--- src/rtl/branch_predictor.sv ---
//------------------------------------------------------------------------------
// branch_predictor : 2-bit BHT + direct-mapped BTB for the IF stage
// Revision: 1.0
//------------------------------------------------------------------------------
`default_nettype none

`ifndef XLEN
`define XLEN 32
`endif

module branch_predictor #(
  parameter int XLEN        = `XLEN,
  parameter int BHT_ENTRIES = 64,
  parameter int BTB_ENTRIES = 16
) (
  input  logic            clk,
  input  logic            reset,
  input  logic [XLEN-1:0] pc_if,
  output logic            btb_hit,
  output logic            predict_taken,
  output logic [XLEN-1:0] predict_target,
  output logic [XLEN-1:0] predict_next_pc,
  input  logic            update_valid,
  input  logic [XLEN-1:0] update_pc,
  input  logic            update_taken,
  input  logic [XLEN-1:0] update_target
);

  localparam int BIDX_W = $clog2(BHT_ENTRIES);
  localparam int TIDX_W = $clog2(BTB_ENTRIES);
  localparam int TAG_W  = XLEN - TIDX_W - 2;

  logic [1:0]       bht        [BHT_ENTRIES];
  logic             btb_valid  [BTB_ENTRIES];
  logic [TAG_W-1:0] btb_tag    [BTB_ENTRIES];
  logic [XLEN-1:0]  btb_target [BTB_ENTRIES];

  logic [BIDX_W-1:0] bidx_if;
  logic [TIDX_W-1:0] tidx_if;
  logic [TAG_W-1:0]  tag_if;
  logic [BIDX_W-1:0] bidx_up;
  logic [TIDX_W-1:0] tidx_up;
  logic [TAG_W-1:0]  tag_up;
  logic [1:0]        ctr_up;
  logic              unused_pc_lsbs;

  assign bidx_if = pc_if[BIDX_W+1:2];
  assign tidx_if = pc_if[TIDX_W+1:2];
  assign tag_if  = pc_if[XLEN-1:TIDX_W+2];
  assign bidx_up = update_pc[BIDX_W+1:2];
  assign tidx_up = update_pc[TIDX_W+1:2];
  assign tag_up  = update_pc[XLEN-1:TIDX_W+2];
  assign ctr_up  = bht[bidx_up];

  // Instruction-alignment bits never participate in indexing or tagging.
  assign unused_pc_lsbs = ^{pc_if[1:0], update_pc[1:0]};

  always_comb begin
    btb_hit         = btb_valid[tidx_if] && (btb_tag[tidx_if] == tag_if);
    predict_taken   = btb_hit && bht[bidx_if][1];
    predict_target  = btb_hit ? btb_target[tidx_if] : '0;
    predict_next_pc = predict_taken ? predict_target : pc_if + XLEN'(4);
  end

  always_ff @(posedge clk) begin
    if (reset) begin
      for (int i = 0; i < BHT_ENTRIES; i++) begin
        bht[i] <= 2'b01;
      end
      for (int i = 0; i < BTB_ENTRIES; i++) begin
        btb_valid[i]  <= 1'b0;
        btb_tag[i]    <= '0;
        btb_target[i] <= '0;
      end
    end else if (update_valid) begin
      if (update_taken && ctr_up != 2'b11) begin
        bht[bidx_up] <= ctr_up + 2'b01;
      end else if (!update_taken && ctr_up != 2'b00) begin
        bht[bidx_up] <= ctr_up - 2'b01;
      end
      // Not-taken outcomes leave the BTB entry alone; the BHT alone steers direction.
      if (update_taken) begin
        btb_valid[tidx_up]  <= 1'b1;
        btb_tag[tidx_up]    <= tag_up;
        btb_target[tidx_up] <= update_target;
      end
    end
  end

endmodule

`default_nettype wire
--- config.mk ---
export PLATFORM = sky130hd
export DESIGN_NAME = branch_predictor
export DESIGN_NICKNAME = d
export VERILOG_FILES = /design/src/rtl/branch_predictor.sv
export SDC_FILE = /design/constraint.sdc
export NUM_CORES = 2
export LEC_CHECK = 0
export ABC_CLOCK_PERIOD_IN_PS = 7800
export CAP_MARGIN = 20
export CORE_MARGIN = 5
export CORE_UTILIZATION = 60
export DETAILED_ROUTE_END_ITERATION = 10
export GPL_TIMING_DRIVEN = 0
export PLACE_DENSITY_LB_ADDON = 0.12
export SKIP_CTS_REPAIR_TIMING = 1
export SYNTH_ARGS = -nofsm -noshare
export SYNTH_HDL_FRONTEND = slang
export SYNTH_SLANG_ARGS = --single-unit
--- constraint.sdc ---
create_clock -name clk -period 7.8 [get_ports clk]
set_clock_uncertainty 0.1 [all_clocks]
set_input_delay 1.17 -clock clk [delete_from_list [all_inputs] [get_ports clk]]
set_output_delay 1.17 -clock clk [all_outputs]
set_load 0.02 [all_outputs]
* Word-level counts from Yosys, hierarchy flattened *
Memories as Yosys holds them, arrays and structs flattened.
Cells that the tools add are included.

operators by class
  add/sub/neg operators = 3
  eq/ne operators = 2
  reduce and logical (&&, ||, !) cells = 10
  bitwise gates (word level) = 1
  muxes and demuxes = 30

operators with widths
  cell                     count
  $mux W32                 3
  $add A32 B3 Y32 const B  1
  $reduce_or A32 Y1        1
  $eq A26 B26 Y1           1
  $mux W26                 1
  $reduce_or A26 Y1        1
  $mux W1                  20
  $mux W4                  3
  $mux W6                  1
  $logic_and A1 B1 Y1      4
  $mux W2                  2
  $add A2 B1 Y2 const B    1
  $ne A2 B2 Y1 const B     1
  $reduce_bool A2 Y1       1
  $reduce_or A2 Y1         1
  $sub A2 B1 Y2 const B    1
  $logic_not A1 Y1         1
  $or A1 B1 Y1             1
  $reduce_or A1 Y1         1

word-level totals
  bits in writable memories = 1,072
  logic and storage cells = 50
  memories kept = 4
  output and inout bits = 66
  flip-flop bits (word level) = 0
  input port bits = 100

memory list
  name        words  bits a word  read ports  clocked after Yosys merged registers in  wr ports  RTL line  RTL
  btb_target  16     32           1           0                                        16        36        logic [XLEN-1:0] btb_target [BTB_ENTRIES];
  btb_tag     16     26           1           0                                        16        35        logic [TAG_W-1:0] btb_tag [BTB_ENTRIES];
  bht         64     2            2           0                                        64        33        logic [1:0] bht [BHT_ENTRIES];
  btb_valid   16     1            1           0                                        16        34        logic btb_valid [BTB_ENTRIES];

* Depth between registers and ports, before layout *
An unclocked memory read counts as a cell.

  depth after elaboration = 11
  gate-level depth with buffers = 13
  gate-level depth less buffers = 9

* Least setup slack after synthesis *
No wires, ideal clock.

  path type = input to register
  start = input update_pc[3]
  end = memory btb_tag[6][0] in the netlist's numbering (enable)
  arrival = 6.455 ns
  setup time = 0.554 ns
  data required time = 7.146 ns
  setup slack = 0.691 ns
  path buffers = 3
  cell stages on the path = 5
  cell sequence = clkbuf_1 -> buf_1 -> clkbuf_1 -> nand3_1 -> o21ai_0

RTL lines
  what                RTL line  RTL
  start: declaration  24        input logic [XLEN-1:0] update_pc,
  end: declaration    35

* Final worst setup path *
  start = input pc_if[5]
  end = output predict_target[2]

between the ends
  longest elaborated chain between the ends = 4
  elaborated cells between the ends (all ways) = 6

RTL lines
  what                 RTL line  RTL
  start: declaration   18        input logic [XLEN-1:0] pc_if,
  $mem_v2 Z16 W26      --
  $eq A26 B26 Y1       59        btb_hit = btb_valid[tidx_if] && (btb_tag[tidx_if] == tag_if);
  $logic_and A1 B1 Y1  59
  $mux W32 (*)         61        predict_target = btb_hit ? btb_target[tidx_if] : '0;
  end: declaration     21        output logic [XLEN-1:0] predict_target,

Every way passes the cells marked *; elsewhere a longest branch is shown, timed or not.

==> impl_metrics.yaml <==
detailed_routing:
  wl_per_cell_um: 34.77
  wl_met2_mm: 78.82
  vias: 33500
  viasPerCell: 6.736
  wl_mm: 172.9
  ant_nets: 0
  wl_met1_mm: 61.63
  drcViolationCount: 1
  drt_first_pass_iters: 10
  top_layer: "met5"
  drt-initial-drc-count: 5070
  wl_met3_mm: 23.73
cells_and_area:
  drive_gt1_share_pct: 17.62
  finalNetCount: 3829
  nFillCells: 5660
  utilization_pct: 69.95
  syn2layout_area_growth_pct: 15.95
sta:
  slew_violations: 0
  fmax_mhz: 126.8
  fin_ws_ns: -0.08407
  tns_ns: -0.1076
  finalSetupViolCount: 3
  post-route-period-util_pct: 101.1
  fin_crit_ns: 7.884
  worst_pin_slew_ns: 1.191
  max-slew-margin-rel_pct: 20.28
  finalHoldViolations: 0
global_routing:
  antenna_found_initial: 11
  grt_max_degree: 22
  grt_pass1_vias: 33540
  overflow: 0
  track_usage_pct: 38.11
  grt_pass1_wl_mm: 243.1
worst_setup_path:
  worstPathMaxFanout: 10
  reg2reg_to: "bht[48][1]"
  cp-start-kind: "primary input"
  critical_path_class: "primary input to output pin"
  cp-end-kind: "output pin"
  cp.arrival_ns: 6.61
  r2r_slack_ns: 4.04
  worstRegToRegCells: 10
  reg2reg_from: "bht[3][0]"
  worstPathRequired_ns: 6.53
job:
  cap_violations: 0
floorplanning:
  fp.dieW_um: 302.1
  fp.coreArea_um2: 84880
  die_h_um: 302.1
  initial_core_util_pct: 60.33
  rows: 107
  ios: 166
  die_area_um2: 91280
synth:
  synth_top_family_by_area: "multiplexers"
  yosysSeqAreaShare_pct: 62.55
  syn_inst: 3391
  synth-compound-area-share_pct: 3.118
  synth_warnings: 0
  syn_area_per_cell_um2: 15.10
  synthAdderAreaFrac_pct: 0.02444
  synth_cell_types: 72
  yosys_register_bits: 1072
  syn-num-nets: 3492
  synth_xor_area_share_pct: 0.8552
  synthArstFlopShare_pct: 0
  synth_ff_type: "edfxtp_1"
  synth_mux_area_share_pct: 15.56
  synthSimpleGateAreaFrac_pct: 15.08
  syn_area_um2: 51200
  synth_edf_count: 1056
clock_tree:
  cts_tree: "built"
  cts_buffers: 110
  clk_pin_slew_ns: 0.06
  clockRootBuffer: "clkbuf_16"
  clockBufferDepth: 3
  insertion_delay_ns: 0.69
  htree_levels: 3
  clkSinkCount: 1072
power_and_ir_drop:
  leakagePower_nw: 20.55
  p_per_area_nw_per_um2: 223.3
  ir_worst_vdd_mv: 0.2365
place:
  dp_hpwl_mm: 122.7
  io_buffers: 155
  gp_congestion: 0.9560
status:
  outcome: "complete, but fails checks"
  violations: "design-rule violations, negative setup slack"
min_path:
  min_to: "btb_valid[2]"
  worstHoldPathType: "flip-flop to flip-flop"
  holdPathStages: 1
  worstHoldStart: "btb_valid[2]"
layout by cell type, fill, tap and decap left out, types with 44 or more instances in the layout:
cell type and count:
clkbuf_16 112, nor2b_1 47, clkbuf_1 233, xnor2_1 44, a21o_1 80, mux4_2 288, nor3_1 78, edfxtp_1 1056
mux2_2 44, clkdlybuf4s50_1 155, nand2_1 102, mux2i_1 71, and2_1 934, nor2_1 53
synthesized netlist by cell type (6+ instances only):
cell type  count  area, µm²
a21o_1        80      600.6
a21oi_1       26      130.1
a221oi_1       9      78.83
a22o_1        13      113.9
a22oi_1       18      135.1
and2_1       934       5843
and3_1        11      68.82
buf_1         14      52.55
buf_2         44      220.2
buf_4         17      127.6
buf_6          9      101.4
clkbuf_1     216      810.8
dfxtp_1       16      320.3
edfxtp_1    1056      31710
inv_1         17      63.81
mux2_1         9      101.4
mux2_2        44      495.5
mux2i_1       75      750.7
mux4_2       288       6486
nand2_1      102      382.9
nand2b_1      10      62.56
nand3_1       22      110.1
nand4_1        7      43.79
nor2_1        54      202.7
nor2b_1       47      294.0
nor3_1        81      405.4
o21ai_0       34      170.2
o22ai_1       16      100.1
xnor2_1       44      385.4
xor2_1         6      52.55
report_power, final:
group / total [mW] / switching, mW / internal [mW]
sequential: 6.68 / 0.0811 / 6.60
combinational: 1.38 / 0.839 / 0.540
clock: 5.20 / 2.23 / 2.97
total: 13.3 / 3.16 / 10.1
layer usage:
metal | GRT usage [%] | up-vias
met2 | 58.37 | 2674
li1 | - | 13320
met3 | 11.06 | 528
met4 | 15.40 | 4
met5 | 0 | -
met1 | 52.34 | 16980
logic make-up (layout without fill, tap and decap cells):
kind of cell	Yosys count	count (layout)
buffers and inverters	324	747
AO/OA/AOI/OAI	224	224
AND/OR/NAND/NOR	1299	1299
flip-flops	1072	1072
XOR/XNOR	50	50
other	0	15
multiplexers	421	421
adder cells (fa/ha/maj)	1	1
sequential cells by signal, summed over array words and instances, names as in the netlist:
signal / cells
btb_target: 512
btb_tag: 416
bht: 128
btb_valid: 16
area by class of cell:
type	count	area (µm²)	area share (%)
clock buffers	134	2915	4.910
diodes	15	37.54	0.06322
multi-input cells	1995	17950	30.24
repair buffers	225	2947	4.963
flip-flops and latches	1072	32030	53.95
inverters	19	75.07	0.1264
plain buffers	305	1415	2.383
clock inverters	64	566.8	0.9547
well taps	1144	1431	2.411
worst max path at each step:
| stage | startpoint | end | slack, ns | depth (start not counted) |
|---|---|---|---|---|
| CTS | pc_if[2] | predict_next_pc[25] | -1.11 | 15 |
| global placement | update_pc[4] | btb_target[14][23] | -6.15 | 5 |
| global route | pc_if[3] | predict_next_pc[2] | -0.005 | 16 |
| floorplan | update_pc[3] | btb_tag[6][0] | 0.69 | 5 |
| detailed placement | pc_if[2] | predict_next_pc[25] | -1.10 | 15 |
| finish | pc_if[5] | predict_target[2] | -0.08 | 12 |
stage by stage:
step                      worst slack [ns]  power, mW  std cells  hold WS, ns  cell area [µm²]
after floorplan                     0.6908      7.525       3391       0.3252            51200
final                             -0.08407      13.26       4973       0.3589            59370
after global routing             -0.005110      13.54       4959       0.3725            59340
after global placement              -6.149      8.090       4690       0.3329            54190
after detailed placement            -1.097      8.127       4748       0.3425            55610
after CTS                           -1.114      13.20       4946       0.3601            59090
worst max-delay path, stage by stage:
cell and delay (ns):
clkdlybuf4s50_1 0.90, clkbuf_2 0.59, clkbuf_1 0.71, clkbuf_1 0.47, o211ai_1 0.19, a221oi_1 0.38, o2111a_1 0.33, nand4_1 0.10
buf_4 0.19, clkbuf_1 0.43, nor2_2 0.43, clkdlybuf4s50_1 0.69
(Power assumes the default switching activity.)
